$ cat src/rtl/instruction_fetch_ctrl.sv
// Instruction fetch controller: PC sequencing, IF/ID capture, stall, branch flush.
// Optional halt-on-all-ones feature enabled by defining FETCH_HALT_EN.
module instruction_fetch_ctrl #(
   parameter int unsigned ADDR_W = 4,
   parameter int unsigned DATA_W = 32,
   parameter int unsigned CNT_W  = 16
) (
   input  logic              clk,
   input  logic              reset,
   input  logic              inStall,
   input  logic              inBranchTaken,
   input  logic [ADDR_W-1:0] inBranchTarget,
   input  logic [DATA_W-1:0] inInstruction,
   output logic [ADDR_W-1:0] outPcAddr,
   output logic [DATA_W-1:0] outInstructionIfId,
   output logic [ADDR_W-1:0] outPcPlusOneIfId,
   output logic              outValid,
   output logic              outHalted,
   output logic [CNT_W-1:0]  outFetchCount
);

   logic [ADDR_W-1:0] pc_q, pc_d;
   logic [DATA_W-1:0] instr_q, instr_d;
   logic [ADDR_W-1:0] ppo_q, ppo_d;
   logic              valid_q, valid_d;
   logic              halted_q, halted_d;
   logic [CNT_W-1:0]  count_q, count_d;

   logic [ADDR_W-1:0] pc_inc;
   logic              halt_word;

   assign pc_inc = pc_q + ADDR_W'(1);

`ifdef FETCH_HALT_EN
   assign halt_word = (inInstruction == {DATA_W{1'b1}});
   assign outHalted = halted_q;
`else
   assign halt_word = 1'b0;
   assign outHalted = 1'b0;
`endif

   // Priority: branch, halted, stall, halt word, normal fetch.
   always_comb begin
      pc_d     = pc_q;
      instr_d  = instr_q;
      ppo_d    = ppo_q;
      valid_d  = valid_q;
      halted_d = halted_q;
      count_d  = count_q;
      if (inBranchTaken) begin
         pc_d     = inBranchTarget;
         instr_d  = '0;
         valid_d  = 1'b0;
         halted_d = 1'b0;
      end else if (halted_q) begin
         instr_d = '0;
         valid_d = 1'b0;
      end else if (inStall) begin
         pc_d = pc_q;
      end else if (halt_word) begin
         instr_d  = inInstruction;
         ppo_d    = pc_inc;
         valid_d  = 1'b0;
         halted_d = 1'b1;
      end else begin
         instr_d = inInstruction;
         ppo_d   = pc_inc;
         valid_d = 1'b1;
         pc_d    = pc_inc;
         if (count_q != {CNT_W{1'b1}}) begin
            count_d = count_q + CNT_W'(1);
         end
      end
   end

   always_ff @(posedge clk) begin
      if (!reset) begin
         pc_q     <= '0;
         instr_q  <= '0;
         ppo_q    <= '0;
         valid_q  <= 1'b0;
         halted_q <= 1'b0;
         count_q  <= '0;
      end else begin
         pc_q     <= pc_d;
         instr_q  <= instr_d;
         ppo_q    <= ppo_d;
         valid_q  <= valid_d;
         halted_q <= halted_d;
         count_q  <= count_d;
      end
   end

   assign outPcAddr          = pc_q;
   assign outInstructionIfId = instr_q;
   assign outPcPlusOneIfId   = ppo_q;
   assign outValid           = valid_q;
   assign outFetchCount      = count_q;

endmodule

$ cat config.mk
export PLATFORM = sky130hd
export DESIGN_NAME = instruction_fetch_ctrl
export DESIGN_NICKNAME = d
export VERILOG_FILES = /design/src/rtl/instruction_fetch_ctrl.sv
export SDC_FILE = /design/constraint.sdc
export NUM_CORES = 1
export LEC_CHECK = 0
export CAP_MARGIN = 20
export CORE_MARGIN = 2
export CORE_UTILIZATION = 43
export CTS_CLUSTER_DIAMETER = 40
export DETAILED_ROUTE_END_ITERATION = 6
export PLACE_DENSITY = 0.9
export SYNTH_ARGS = -nofsm -noshare
export SYNTH_HDL_FRONTEND = slang
export SYNTH_SLANG_ARGS = --single-unit
$ cat constraint.sdc
create_clock -name clk -period 2.02 [get_ports clk]
set_input_delay 0.202 -clock clk [delete_from_list [all_inputs] [get_ports clk]]
set_output_delay 0.202 -clock clk [all_outputs]
set_load 0.1 [all_outputs]
==> metrics.md, run 1 <==
| Metric | Value |
|---|---|
| Outcome | finished clean |
| Diode count | 0 |
| Overall Global Routing Usage | 20.3% |
| Post-layout util | between 60% and 70% |
| Buffers & Inverters on Critical Path | 1 |
| Placer Congestion | 0.837 |
| Layout Nets | 397 |
| DRT antenna net count | 0 |
| Seq/Total Area, Yosys | 48.0% |
| CP startpoint kind | primary input |
| RSZ-0062 raised after global routing | no |
| Syn Inst Count | 254 |
| Final Max Tran Viols | 0 |
| Footprint of the multi-input gates | 1160 µm² |
| Synth warn | 0 |
| Worst-path cell chain | clkdlybuf4s50_1 > or2_1 > or4_1 > or4_1 > a21boi_1 |
| Slew @ Worst Pin | just under 600 ps |
| Largest area contributor in the netlist | dfxtp_1 |
| Worst-path clk slew | ~70 ps |
| Clock sink count | between 50 and 60 |
| DR vias | between 2000 and 2500 |
| WHS Endpoint | outPcPlusOneIfId[1]$_SDFFE_PN0P_ |
| Max-cap viol count | 0 |
| CTS Hold Bufs | 0 |
| Post-Synthesis Cell Area | around 2400 µm² |
| IO buf count | 96 |
| Initial drt markers | 105 |
| CP max FO | 6 |
| Initial core utilization | 43.7% |
| Hold crit path type | in -> reg |
| Post-synth top flop | dfxtp_1 |
| Synth unique cells | 37 |
| #FFs+latches synth | 57 |
| Fin. Hold Viols | 0 |
| Storage cell area | 1170 µm² |
| Post-CTS Resized | 0 |
| Max stage delay on crit path | around 630 ps |
| EDFF count, synth | 0 |
| Worst Path Required | 2270 ps |
| Setup-failing EPs final | 0 |
| Clock Root Buffer | clkbuf_8 |
| Critical path type | in -> reg |
| Die footprint | 6140 µm² |
| Share of cells above drive strength 1 | 26.9% |
| Post-Syn Nets | 296 |
| CTS Buf Count | 9 |
| Dpl ws | -188 ps |
| Minimum clock period | ~1900 ps |
| Worst-skew pair later-pin latency | between 300 and 400 ps |
| Worst Skew | 8.12 ps |
| Worst hold path depth | 5 |
| Layout area overhead | 48.9% |
| Fin crit share | 93.5% |
| Leak Pwr | around 1.6 nW |
| Synth top area cells | dfxtp_1, mux2i_1, nor2_1, nand2_1, o21ai_0 |
| Max Root-Sink Buffers | 2 |
| Cell Pwr Density | between 800 and 900 nW/µm² |
| Top delay family on crit path | simple AND/OR/NAND/NOR gates |
| First-pass GRT wire length | just under 10000 µm |
| Slew headroom | 61.0% |
| Syn_area_per_cell | 9.36 µm² |
| Chip Height | between 70 and 80 µm |
| Crit-path slowest cell | or4_1 |
| Largest net degree at the start of global routing | 39 |
| Vias in the first global route | 2066 |
| Post-CTS Setup Repair Bufs | 0 |
| Fraction of registers with async set/reset | 0% |
| Crit path DAT | 2140 ps |
| Placed cells | 416 |
| Remaining DRCs | 0 |
| Drt wl/cell | 13.6 µm |
| Most frequent CP cell | or4_1 |
| CTS tree | yes |
| Worst reg-to-reg setup slack | 160 ps |
| Initial antenna violation count | 0 |
| Die X | 78.4 µm |
| Peak VDD IR | 0.000548 V |
| H-tree Lvls | 3 |
| Fmax | roughly 0.53 GHz |
| # IOs | 98 |
| Dpl hpwl | 4170 µm |
| Worst R2R End | outFetchCount[15]$_SDFFE_PN0P_ |
| Row count | 27 |
| Core area | 5440 µm² |
| Top cell type's share of synthesized area | 48.0% |
| DRT Pass-1 Iters | 4 |
| Fillers | between 400 and 500 |
| Worst setup EP type | flip-flop |
| Final setup margin | 132 ps |
| Worst Reg2Reg Path Length in Cells | 4 |
| HP Start | inStall |
| Non-filler cells, final | 432 |
| Via density | 5.04 |
| Worst r2r src | outFetchCount[3]$_SDFFE_PN0P_ |
| GRT overflow | 0 |
| Final wirelength | 5890 µm |
[cell type report]
type | count | share of cell area [%]
Inverter | 3 | 0.318
Clock buffer | 15 | 5.30
Tap cell | 72 | 2.54
Sequential cell | 57 | 33.1
Multi-Input combinational cell | 178 | 32.8
Clock inverter | 1 | 0.848
Timing Repair Buffer | 106 | 25.1
[routing by layer]
| layer | vias up | track usage (%) | wire length [µm] |
|---|---|---|---|
| met1 | 984 | 24.6 | 2370 |
| li1 | 1090 | - | - |
| met4 | 0 | 6.32 | 61 |
| met2 | 97 | 31.8 | 2830 |
| met3 | 6 | 9.89 | 622 |
| met5 | - | 0 | 0 |
[sequential cells by signal, indices dropped and copies added (netlist names)]
signal	count
outFetchCount	16
outInstructionIfId	32
outPcAddr	4
outPcPlusOneIfId	4
outValid	1
[cells by family (layout without fill, tap and decap cells)]
kind of cell | after synthesis | count (layout) | synth area share (%)
simple gates | 101 | 101 | 20.8
flops | 57 | 57 | 48.0
mux | 38 | 38 | 16.0
compound gates | 32 | 32 | 9.31
buf+inv | 19 | 125 | 3.26
xor+xnor | 4 | 4 | 1.47
fa+ha+maj | 2 | 2 | 1.05
other cells | 1 | 1 | 0.158
[cells in the final DEF, fill, tap and decap left out, drive strengths merged, types with 6 or more instances in the layout]
cell and n:
a21boi 9, buf 68, clkbuf 15, clkdlybuf4s50 38, dfxtp 57, mux2i 38, nand2 20, nand3 8
nand4 6, nor2 34, o21ai 10, or4 6
[where the power goes]
| group | leakage (nW) | switching, W | internal, W | total (W) |
|---|---|---|---|---|
| Clock | 0.109 | 0.000427 | 0.000715 | 0.00114 |
| Combinational | 0.976 | 0.000351 | 0.000169 | 0.000520 |
| Sequential | 0.474 | 0.0000249 | 0.00115 | 0.00118 |
| Total | 1.56 | 0.000803 | 0.00204 | 0.00284 |
[worst max path at each step]
stage	cells after the start	to	startpoint
after floorplan	5	outFetchCount[15]$_SDFFE_PN0P_	outFetchCount[6]$_SDFFE_PN0P_
after global placement	5	outFetchCount[15]$_SDFFE_PN0P_	inBranchTaken
after detailed placement	5	outFetchCount[15]$_SDFFE_PN0P_	inBranchTaken
after CTS	5	outFetchCount[15]$_SDFFE_PN0P_	inBranchTaken
after global routing	4	outFetchCount[11]$_SDFFE_PN0P_	outFetchCount[3]$_SDFFE_PN0P_
final	5	outFetchCount[15]$_SDFFE_PN0P_	inBranchTaken
[Yosys cell counts, types with 3 or more instances]
| cell type | n |
|---|---|
| dfxtp_1 | 57 |
| mux2i_1 | 38 |
| nor2_1 | 34 |
| nand2_1 | 20 |
| o21ai_0 | 10 |
| clkbuf_1 | 9 |
| nand3_1 | 8 |
| nand4_1 | 6 |
| or4_1 | 6 |
| a21boi_0 | 5 |
| nand2b_1 | 5 |
| nor3_1 | 5 |
| o31ai_1 | 5 |
| a21boi_1 | 4 |
| and2_1 | 4 |
| buf_1 | 4 |
| and3_1 | 3 |
| inv_1 | 3 |
| o211a_1 | 3 |
| or3_1 | 3 |
[tightest hold or removal path, stage by stage]
cell and delay [ps]:
buf_2 100, nor2_1 70, buf_4 150, nand2_1 60
a21boi_0 60
[stage by stage]
step	hold slack (ps)	power, W	area, µm²	TNS (ps)
after floorplan	346	0.00157	2410	-14.9
after global placement	437	0.00172	3320	-269
after detailed placement	448	0.00172	3320	-468
after CTS	354	0.00287	3540	0
after global routing	366	0.00296	3540	0
final	371	0.00284	3540	0
(Power assumes the default switching activity.)
==> inputs of run 2 (changes only) <==
--- a/config.mk
+++ b/config.mk
@@ -8,9 +8,9 @@
 export CAP_MARGIN = 20
 export CORE_MARGIN = 2
 export CORE_UTILIZATION = 43
-export CTS_CLUSTER_DIAMETER = 40
+export CTS_BUF_LIST = sky130_fd_sc_hd__clkbuf_4 sky130_fd_sc_hd__clkbuf_8 sky130_fd_sc_hd__clkbuf_16
 export DETAILED_ROUTE_END_ITERATION = 6
-export PLACE_DENSITY = 0.9
+export PLACE_DENSITY = 0.8
 export SYNTH_ARGS = -nofsm -noshare
 export SYNTH_HDL_FRONTEND = slang
 export SYNTH_SLANG_ARGS = --single-unit
==> run 2 against run 1 <==
Against the previous run: total power is 5.4% lower; first-iteration DRC count is 8.6% lower; sequential share of layout area is 0.094 points higher; sequential cell count stayed put; clock power is 14% lower; via count is 1.4% higher; hold slack worse by 25 ps; worst setup slack better by 28 ps; clock skew is 1.8 ps lower; largest cell class unchanged.
==> metrics.md, run 2 (synthesis gave the netlist of run 1 again) <==
| Metric | Value |
|---|---|
| Non-filler cells, final | 435 (+0.69%) |
| Post-layout util | 64.9% (-0.18 points) |
| CP max FO | 6 (unchanged) |
| Final wirelength | 5690 µm (-3.3%) |
| Critical path type | in -> reg |
| Placer Congestion | 0.818 (-2.3%) |
| Worst Path Required | 2270 ps (about the same) |
| DR vias | 2207 (+1.4%) |
| Fin crit share | 92.1% (-1.4 points) |
| Footprint of the multi-input gates | 1160 µm² (unchanged) |
| Fillers | 432 (-1.4%) |
| DP Area | 3350 µm² (+0.68%) |
| IO buf count | 96 (unchanged) |
| Worst Skew | 6.31 ps (-1.80 ps) |
| DRT antenna net count | 0 (unchanged) |
| CTS tree | yes |
| Chip Height | 78.4 µm (unchanged) |
| Fin. Hold Viols | 0 (unchanged) |
| Final Max Tran Viols | 0 (unchanged) |
| Worst hold path depth | 5 (unchanged) |
| Cell Pwr Density | 761 nW/µm² (-5.1%) |
| Max FFs per register | 32 (unchanged) |
| Die footprint | 6140 µm² (unchanged) |
| # IOs | 98 (unchanged) |
| Peak VDD IR | 0.000541 V (-1.3%) |
| Initial antenna violation count | 0 (unchanged) |
| Max Root-Sink Buffers | 2 (unchanged) |
| Overall Global Routing Usage | 19.3% (-0.99 points) |
| Layout Nets | 400 (+0.76%) |
| Minimum clock period | 1860 ps (-28.3 ps) |
| Most frequent cells in the layout | buf_4, dfxtp_1, mux2i_1, clkdlybuf4s50_1, nor2_1 |
| Initial core utilization | 43.7% (unchanged) |
| Commonest non-fill, non-tap cell in the layout | buf_4 |
| Die X | 78.4 µm (unchanged) |
| Via density | 5.07 (+0.68%) |
| First-pass GRT wire length | 9360 µm (-4.7%) |
| H-tree Lvls | 3 (unchanged) |
| Worst-skew pair later-pin latency | 330 ps (about the same) |
| Drt wl/cell | 13.1 µm (-3.9%) |
| Leak Pwr | 1.56 nW (+0.34%) |
| Layout area overhead | 48.4% |
| Post-CTS Resized | 0 (unchanged) |
| Outcome | finished clean |
| Diode count | 0 (unchanged) |
| GRT overflow | 0 (unchanged) |
| Core area | 5440 µm² (unchanged) |
| Fmax | 0.538 GHz (+1.5%) |
| CP startpoint kind | primary input |
| Final Instance Area | 3530 µm² (-0.28%) |
| Largest net degree at the start of global routing | 39 (unchanged) |
| Setup-failing EPs final | 0 (unchanged) |
| Hold crit path type | in -> reg |
| Row count | 27 (unchanged) |
| Slew headroom | 60.2% (-0.83 points) |
| Vias in the first global route | 2188 (+5.9%) |
| CTS Buf Count | 9 (unchanged) |
| Worst Reg2Reg Path Length in Cells | 4 (unchanged) |
| Storage cell area | 1170 µm² (unchanged) |
| Crit path DAT | 2110 ps (-30 ps) |
| Max-cap viol count | 0 (unchanged) |
| RSZ-0062 raised after global routing | no |
| Clock sink count | 57 (unchanged) |
| DRT Pass-1 Iters | 4 (unchanged) |
| Post-CTS Setup Repair Bufs | 0 (unchanged) |
| Worst setup EP type | flip-flop |
| CTS Hold Bufs | 0 (unchanged) |
| Share of cells above drive strength 1 | 28.4% (+1.4 points) |
| Slew @ Worst Pin | 597 ps (+12.5 ps) |
| Worst-path clk slew | 60 ps (about the same) |
| Dpl hpwl | 4120 µm (-1.1%) |
| Remaining DRCs | 0 (unchanged) |
| Hold_ws | 346 ps (-24.9 ps) |
| Clock Root Buffer | clkbuf_8 |
| Initial drt markers | 96 (-8.6%) |
| Placed cells | 419 (+0.72%) |
run 2: cell type report:
type / count / share of cell area (%)
clock buffer: 14 / 4.93
timing repair buffer: 109 / 25.8
sequential: 57 / 33.2
inverter: 3 / 0.319
tap: 72 / 2.55
multi-input combinational: 178 / 32.8
clock inverter: 2 / 0.319
run 2: worst max-delay path, stage by stage:
cell and delay [ps]:
clkdlybuf4s50_1 410, or2_1 230, or4_1 630, or4_1 500, a21boi_1 140
run 2: layer usage:
layer | share of wire [%] | up-vias | global-route usage (%)
met5 | 0 | - | 0
met4 | 1.5 | 0 | 9.12
met3 | 9.2 | 7 | 8.16
li1 | - | 1099 | -
met1 | 42 | 1019 | 21.1
met2 | 47 | 82 | 32.4
run 2: where the power goes:
group / internal (W) / switching [W] / leakage [nW]
Combinational: 0.000170 / 0.000352 / 0.990
Clock: 0.000553 / 0.000433 / 0.101
Sequential: 0.00115 / 0.0000243 / 0.474
Total: 0.00188 / 0.000810 / 1.56
run 2: through the flow:
stage	power, W	setup WS, ps	setup TNS (ps)
floorplan	0.00157	-14.9	-14.9
detailed placement	0.00173	-183	-565
finish	0.00269	160	0
CTS	0.00271	161	0
global placement	0.00172	-154	-440
global route	0.00278	72.5	0
run 2: final timing paths:
| kind | from | endpoint | slack [ps] |
|---|---|---|---|
| hold reg to reg | outValid$_SDFFE_PP0N_ | outValid$_SDFFE_PP0N_ | 450 |
| setup reg to reg | outFetchCount[2]$_SDFFE_PN0P_ | outFetchCount[15]$_SDFFE_PN0P_ | 210 |
| setup / recovery | inBranchTaken | outFetchCount[15]$_SDFFE_PN0P_ | 160 |
| hold / removal | inStall | outPcPlusOneIfId[1]$_SDFFE_PN0P_ | 350 |
==> inputs of run 3 (changes only) <==
--- a/config.mk
+++ b/config.mk
@@ -10,7 +10,9 @@
 export CORE_UTILIZATION = 43
 export CTS_BUF_LIST = sky130_fd_sc_hd__clkbuf_4 sky130_fd_sc_hd__clkbuf_8 sky130_fd_sc_hd__clkbuf_16
 export DETAILED_ROUTE_END_ITERATION = 6
+export GPL_ROUTABILITY_DRIVEN = 1
 export PLACE_DENSITY = 0.8
+export SKIP_CTS_REPAIR_TIMING = 1
 export SYNTH_ARGS = -nofsm -noshare
 export SYNTH_HDL_FRONTEND = slang
 export SYNTH_SLANG_ARGS = --single-unit
==> results of run 3 <==
No change in the layout: final DEF, timing and power equal those of run 2.
